[config.mk]
export PLATFORM = sky130hd
export DESIGN_NAME = instr_decode_block
export DESIGN_NICKNAME = d
export VERILOG_FILES = /design/src/rtl/instr_pkg.sv /design/src/rtl/dec_regfile.sv /design/src/rtl/instr_decode_block.sv
export SDC_FILE = /design/constraint.sdc
export NUM_CORES = 1
export LEC_CHECK = 0
export ABC_AREA = 1
export ABC_CLOCK_PERIOD_IN_PS = 1600
export CAP_MARGIN = 10
export CORE_MARGIN = 5
export CORE_UTILIZATION = 50
export DETAILED_ROUTE_END_ITERATION = 10
export PLACE_DENSITY = 0.74
export SYNTH_ARGS = -nofsm -noshare
export SYNTH_HDL_FRONTEND = slang
export SYNTH_SLANG_ARGS = --single-unit
[constraint.sdc]
create_clock -name clk -period 1.6 [get_ports clk]
set_input_delay 0.32 -clock clk [delete_from_list [all_inputs] [get_ports clk]]
set_output_delay 0.32 -clock clk [all_outputs]
set_load 0.01 [all_outputs]
[src/rtl/instr_pkg.sv]
// Shared decode definitions: instruction field positions, opcode constants and default widths.
package instr_pkg;

   localparam int DEF_DW   = 8;
   localparam int DEF_NREG = 8;
   localparam int DEF_AW   = $clog2(DEF_NREG);
   localparam int DEF_OPW  = 5;
   localparam int DEF_IW   = 24;

   localparam int OP_MSB      = 23;
   localparam int OP_LSB      = 19;
   localparam int RD_MSB      = 18;
   localparam int RD_LSB      = 16;
   localparam int RS_MSB      = 15;
   localparam int RS_LSB      = 13;
   localparam int IMM_SEL_BIT = 12;
   localparam int RSV_MSB     = 11;
   localparam int RSV_LSB     = 8;
   localparam int IMM_MSB     = 7;
   localparam int IMM_LSB     = 0;

   localparam logic [DEF_OPW-1:0] OP_NOP   = 5'b00000;
   localparam logic [DEF_OPW-1:0] OP_STORE = 5'b10001;

   // Only NOP and store leave the destination register untouched.
   function automatic logic writes_rd(input logic [DEF_OPW-1:0] op);
      return (op != OP_NOP) && (op != OP_STORE);
   endfunction

endpackage

[src/rtl/dec_regfile.sv]
// NREG x DW register file: two combinational read ports, one synchronous write port,
// and write-through forwarding so a read in the writeback cycle sees the new value.
module dec_regfile
   import instr_pkg::*;
#(
   parameter  int DW   = DEF_DW,
   parameter  int NREG = DEF_NREG,
   localparam int AW   = $clog2(NREG)
) (
   input  logic          clk,
   input  logic          reset,
   input  logic          we,
   input  logic [AW-1:0] wa,
   input  logic [DW-1:0] wd,
   input  logic [AW-1:0] ra_a,
   input  logic [AW-1:0] ra_b,
   output logic [DW-1:0] rdata_a,
   output logic [DW-1:0] rdata_b
);

   logic [DW-1:0] mem [NREG];

   always_ff @(posedge clk) begin
      if (reset) begin
         for (int i = 0; i < NREG; i++) mem[i] <= '0;
      end else if (we) begin
         mem[wa] <= wd;
      end
   end

   // A write landing this cycle is the newest value of that register.
   assign rdata_a = (we && (wa == ra_a)) ? wd : mem[ra_a];
   assign rdata_b = (we && (wa == ra_b)) ? wd : mem[ra_b];

endmodule

[src/rtl/instr_decode_block.sv]
// Decode/issue stage: register file, per-register pending scoreboard, RAW stall logic
// and the registered operand interface towards the execution block.
module instr_decode_block
   import instr_pkg::*;
#(
   parameter  int DW   = DEF_DW,
   parameter  int NREG = DEF_NREG,
   parameter  int OPW  = DEF_OPW,
   parameter  int IW   = DEF_IW,
   localparam int AW   = $clog2(NREG)
) (
   input  logic           clk,
   input  logic           reset,
   input  logic [IW-1:0]  if_instr,
   input  logic           if_valid,
   output logic           if_ready,
   input  logic           wb_en,
   input  logic [AW-1:0]  wb_addr,
   input  logic [DW-1:0]  wb_data,
   output logic [OPW-1:0] op_dec,
   output logic [DW-1:0]  A,
   output logic [DW-1:0]  B,
   output logic [DW-1:0]  data_in,
   output logic           dec_valid,
   output logic [AW-1:0]  dec_rd,
   output logic           dec_wb
);

   // Fetch handshake: a transfer happens at a rising edge where if_valid && if_ready;
   // fetch holds if_instr stable while if_valid && !if_ready; if_ready is high whenever
   // if_valid is low and drops only for an unresolved read-after-write hazard.

   logic [OPW-1:0]  op;
   logic [AW-1:0]   rd;
   logic [AW-1:0]   rs;
   logic            imm_sel;
   logic [DW-1:0]   imm;
   logic [3:0]      unused_rsvd;
   logic [DW-1:0]   rdata_a;
   logic [DW-1:0]   rdata_b;
   logic [NREG-1:0] sb;
   logic [NREG-1:0] sb_next;
   logic            rd_busy;
   logic            rs_busy;
   logic            stall;
   logic            issue;

   assign op          = if_instr[OP_MSB:OP_LSB];
   assign rd          = if_instr[RD_MSB:RD_LSB];
   assign rs          = if_instr[RS_MSB:RS_LSB];
   assign imm_sel     = if_instr[IMM_SEL_BIT];
   assign imm         = if_instr[IMM_MSB:IMM_LSB];
   assign unused_rsvd = if_instr[RSV_MSB:RSV_LSB];

   dec_regfile #(
      .DW   (DW),
      .NREG (NREG)
   ) u_rf (
      .clk     (clk),
      .reset   (reset),
      .we      (wb_en),
      .wa      (wb_addr),
      .wd      (wb_data),
      .ra_a    (rd),
      .ra_b    (rs),
      .rdata_a (rdata_a),
      .rdata_b (rdata_b)
   );

   // A writeback arriving this cycle resolves the hazard; the bypass supplies the value.
   assign rd_busy  = sb[rd] && !(wb_en && (wb_addr == rd));
   assign rs_busy  = !imm_sel && sb[rs] && !(wb_en && (wb_addr == rs));
   assign stall    = if_valid && (rd_busy || rs_busy);
   assign if_ready = !stall;
   assign issue    = if_valid && !stall;

   // Set is applied after clear: an issue to X in a writeback-to-X cycle leaves X pending.
   always_comb begin
      sb_next = sb;
      if (wb_en) sb_next[wb_addr] = 1'b0;
      if (issue && writes_rd(op)) sb_next[rd] = 1'b1;
   end

   always_ff @(posedge clk) begin
      if (reset) begin
         sb <= '0;
      end else begin
         sb <= sb_next;
      end
   end

   always_ff @(posedge clk) begin
      if (reset) begin
         op_dec    <= OP_NOP;
         A         <= '0;
         B         <= '0;
         data_in   <= '0;
         dec_valid <= 1'b0;
         dec_rd    <= '0;
         dec_wb    <= 1'b0;
      end else if (issue) begin
         op_dec    <= op;
         A         <= rdata_a;
         B         <= imm_sel ? imm : rdata_b;
         data_in   <= imm;
         dec_valid <= 1'b1;
         dec_rd    <= rd;
         dec_wb    <= writes_rd(op);
      end else begin
         // Bubble: operand fields keep their last values.
         op_dec    <= OP_NOP;
         dec_valid <= 1'b0;
         dec_wb    <= 1'b0;
      end
   end

endmodule

==> results.sh <==
export IMPL_dp_hpwl_um=13900
export IMPL_cp_arrival_ns=2.12
export IMPL_p_per_area_nw_per_um2=793
export IMPL_io_pin_count=74
export IMPL_grt_usage_pct=28.1
export IMPL_r2r_cells=15
export IMPL_max_slew_worst_pin_slew_ns=0.465
export IMPL_holdPathStages=3
export IMPL_finalHoldViolCount=0
export IMPL_multi_input_area_um2=2430
export IMPL_max_cap_violations=0
export IMPL_syn2layout_area_growth_pct=38.8
export IMPL_num_antenna_cells=0
export IMPL_skew_ns=0.0103
export IMPL_port_buffers=69
export IMPL_wl_met3_um=1060
export IMPL_synth_cell_types=26
export IMPL_timing_rr_end="data_in[1]$_SDFFE_PP0N_"
export IMPL_crit_chain="inv_2 -> nand2_1 -> nand3_1 -> nand2_1 -> nand2_1 -> nand2_2 -> nand2_2 -> buf_4 -> buf_4 -> nand3_4 -> buf_6 -> buf_12 -> nand2_2 -> nand2_1 -> nor2_1"
export IMPL_final_core_util_pct=71.0
export IMPL_clkTransAtPathRegs_ns=0.10
export IMPL_vdd_drop_max_uv=618
export IMPL_drt_met1_wl_um=7700
export IMPL_drcViolationCount=0
export IMPL_hp_class="in -> reg"
export IMPL_hold_ws_ns=0.416
export IMPL_first_pass_iters=5
export IMPL_placed_area_um2=7200
export IMPL_htree_levels=3
export IMPL_fmax_mhz=555
export IMPL_wl_met2_um=9330
export IMPL_die_w_um=116
export IMPL_hold_end="dec_rd[0]$_SDFFE_PP0N_"
export IMPL_vias=5725
export IMPL_antenna_left=0
export IMPL_core_area_um2=10900
export IMPL_worstSetupPathType="reg -> reg"
export IMPL_root_buffer="clkbuf_8"
export IMPL_fin_total_pwr_mw=6.13
export IMPL_finalNetCount=977
export IMPL_cts_buffers=9
export IMPL_finalCriticalPeriod_ns=1.80
export IMPL_r2r_slack_ns=-0.20
export IMPL_via_per_inst=5.29
export IMPL_ff_latch_area_um2=2780
export IMPL_synth_net_count=810
export IMPL_min_from="if_instr[16]"
export IMPL_syn_inst=771
export IMPL_slowest_delay_ns=0.38
export IMPL_antenna_found_initial=0
export IMPL_regToRegStartpoint="sb[7]$_SDFF_PP0_"
export IMPL_cp_top_family="simple AND/OR/NAND/NOR gates"
export IMPL_power_leakage_nw=3.81
export IMPL_path_buf_inv=5
export IMPL_dieArea_um2=13400
export IMPL_setup_violations=34
export IMPL_grt_overflow=0
export IMPL_rows=38
export IMPL_cts_tree="done"
export IMPL_setup_slack_ns=-0.201
export IMPL_place_gp_congestion=0.965
export IMPL_finalCritPeriodShare_pct=113
export IMPL_drtIter0Drc=574
export IMPL_setup_worst_path_end_class="flop"
export IMPL_grt_first_pass_wirelength_um=28600
export IMPL_fill_cells=935
export IMPL_syn_avg_cell_area_um2=7.23
export IMPL_fin_area_um2=7730
export IMPL_holdBufCountCts=0
export IMPL_critPathMaxFanout=8
export IMPL_drt_total_wl_um=18700
export IMPL_mostFrequentLayoutCells="nand2_1, nor2_1, buf_4"
export IMPL_grt_max_degree=28
export IMPL_maxSlewHeadroom_pct=69.0
export IMPL_cts_sinks=106
export IMPL_slowest_stage="dfxtp_4"
export IMPL_violations="setup timing"
export IMPL_fp_dieH_um=116
export IMPL_syn_area_um2=5570
export IMPL_synth_seq_cells=106
export IMPL_ys_warn_count=0
export IMPL_layout_drive_gt1_share_pct=21.3
export IMPL_clkLatencyLatePin_ns=0.38
export IMPL_critPathLaunchType="flop"
export IMPL_wl_per_cell_um=17.3
export IMPL_grt_pass1_vias=5596
export IMPL_rsz0062_at_grt="yes"
export IMPL_clk_path_buf_depth=2
export IMPL_start_util_pct=51.2
export IMPL_top_layer_used="met4"
export IMPL_status="finished, violations left"
export IMPL_layout_commonest_cell="nand2_1"
export IMPL_crit_top_cell="nand2_1"
export IMPL_required_ns=1.92
export IMPL_finalMaxSlewViolations=0
export IMPL_seq_area_frac_synth_pct=49.6
[Yosys cell counts (all sizes together)]
library cell | count | share of area, %
a21oi | 9 | 0.81
buf | 18 | 1.7
clkbuf | 9 | 0.61
clkinv | 9 | 0.61
dfxtp | 42 | 15
edfxtp | 64 | 34
inv | 99 | 6.7
nand2 | 228 | 15
nand3 | 85 | 7.9
nand4 | 2 | 0.22
nor2 | 143 | 10
nor3 | 1 | 0.18
nor4 | 1 | 0.11
o211ai | 11 | 1.5
o21ai | 44 | 4.0
o22ai | 5 | 0.56
xor2 | 1 | 0.16
[flip-flops by register name, summed over array words and instances (netlist names)]
| signal | count |
|---|---|
| data_in | 8 |
| A | 8 |
| dec_rd | 3 |
| sb | 8 |
| B | 8 |
| u_rf.mem | 64 |
| dec_valid | 1 |
| op_dec | 5 |
| dec_wb | 1 |
[area by class of cell]
class                      count  share of cell area [%]
clock buffer                  12                    1.88
clock inverter                 4                   0.324
inverter                     108                    5.37
multi-input combinational    530                    31.5
sequential                   106                    35.9
tap                          140                    2.27
timing repair buffer         183                    22.8
[where the power goes]
| part | switching [mW] | total (mW) | internal [mW] |
|---|---|---|---|
| clock network | 0.938 | 1.55 | 0.610 |
| registers | 0.0896 | 3.17 | 3.08 |
| logic | 0.788 | 1.42 | 0.631 |
[metal layers]
layer / vias to the layer above / global-route usage [%]
met5: - / 0
met4: 0 / 13.4
met3: 48 / 3.08
met2: 221 / 46.9
met1: 2684 / 36.6
li1: 2772 / -
[tightest hold or removal path, delay by kind of cell]
kind | cells | cell delay, ns
simple gates | 2 | 0.15
buf+inv | 1 | 0.30
[timing repair]
| item | in CTS | in global routing |
|---|---|---|
| setup buffers | 5 | 8 |
| pin swaps | 6 | 15 |
| gates resized for setup | 69 | 56 |
| gates cloned | 3 | 0 |
| hold endpoints to repair | 0 | 0 |
| setup endpoints to repair | 80 | 51 |
[stage by stage]
step,setup slack [ns],std cells,TNS [ns]
2_1_floorplan,0.0110,771,0
3_3_place_gp,-0.849,1055,-62.25
3_5_place_dp,-0.844,1055,-66.05
4_1_cts,-0.180,1079,-2.88
5_1_grt,-0.344,1083,-7.98
6_report,-0.201,1083,-3.57
[cells by family (layout without fill, tap and decap cells)]
family	Yosys count	in the layout	share of synthesized area [%]
XOR/XNOR	1	1	0.157
AND/OR/NAND/NOR	460	460	33.8
buffers and inverters	135	307	9.65
flip-flops	106	106	49.6
AO/OA/AOI/OAI	69	69	6.80
[worst max-delay path by stage]
stage                     slack, ns                 endpoint  cells after the start             start
final                         -0.20  data_in[1]$_SDFFE_PP0N_                     15  sb[7]$_SDFF_PP0_
after global routing          -0.34  data_in[1]$_SDFFE_PP0N_                     15  sb[7]$_SDFF_PP0_
after CTS                     -0.18                 if_ready                     10  sb[6]$_SDFF_PP0_
after detailed placement      -0.84                 if_ready                     12      if_instr[16]
after global placement        -0.85                 if_ready                     12      if_instr[16]
after floorplan                0.01        B[0]$_SDFFE_PP0N_                     10      if_instr[16]
No activity file was read; power rests on OpenSTA's default activity.
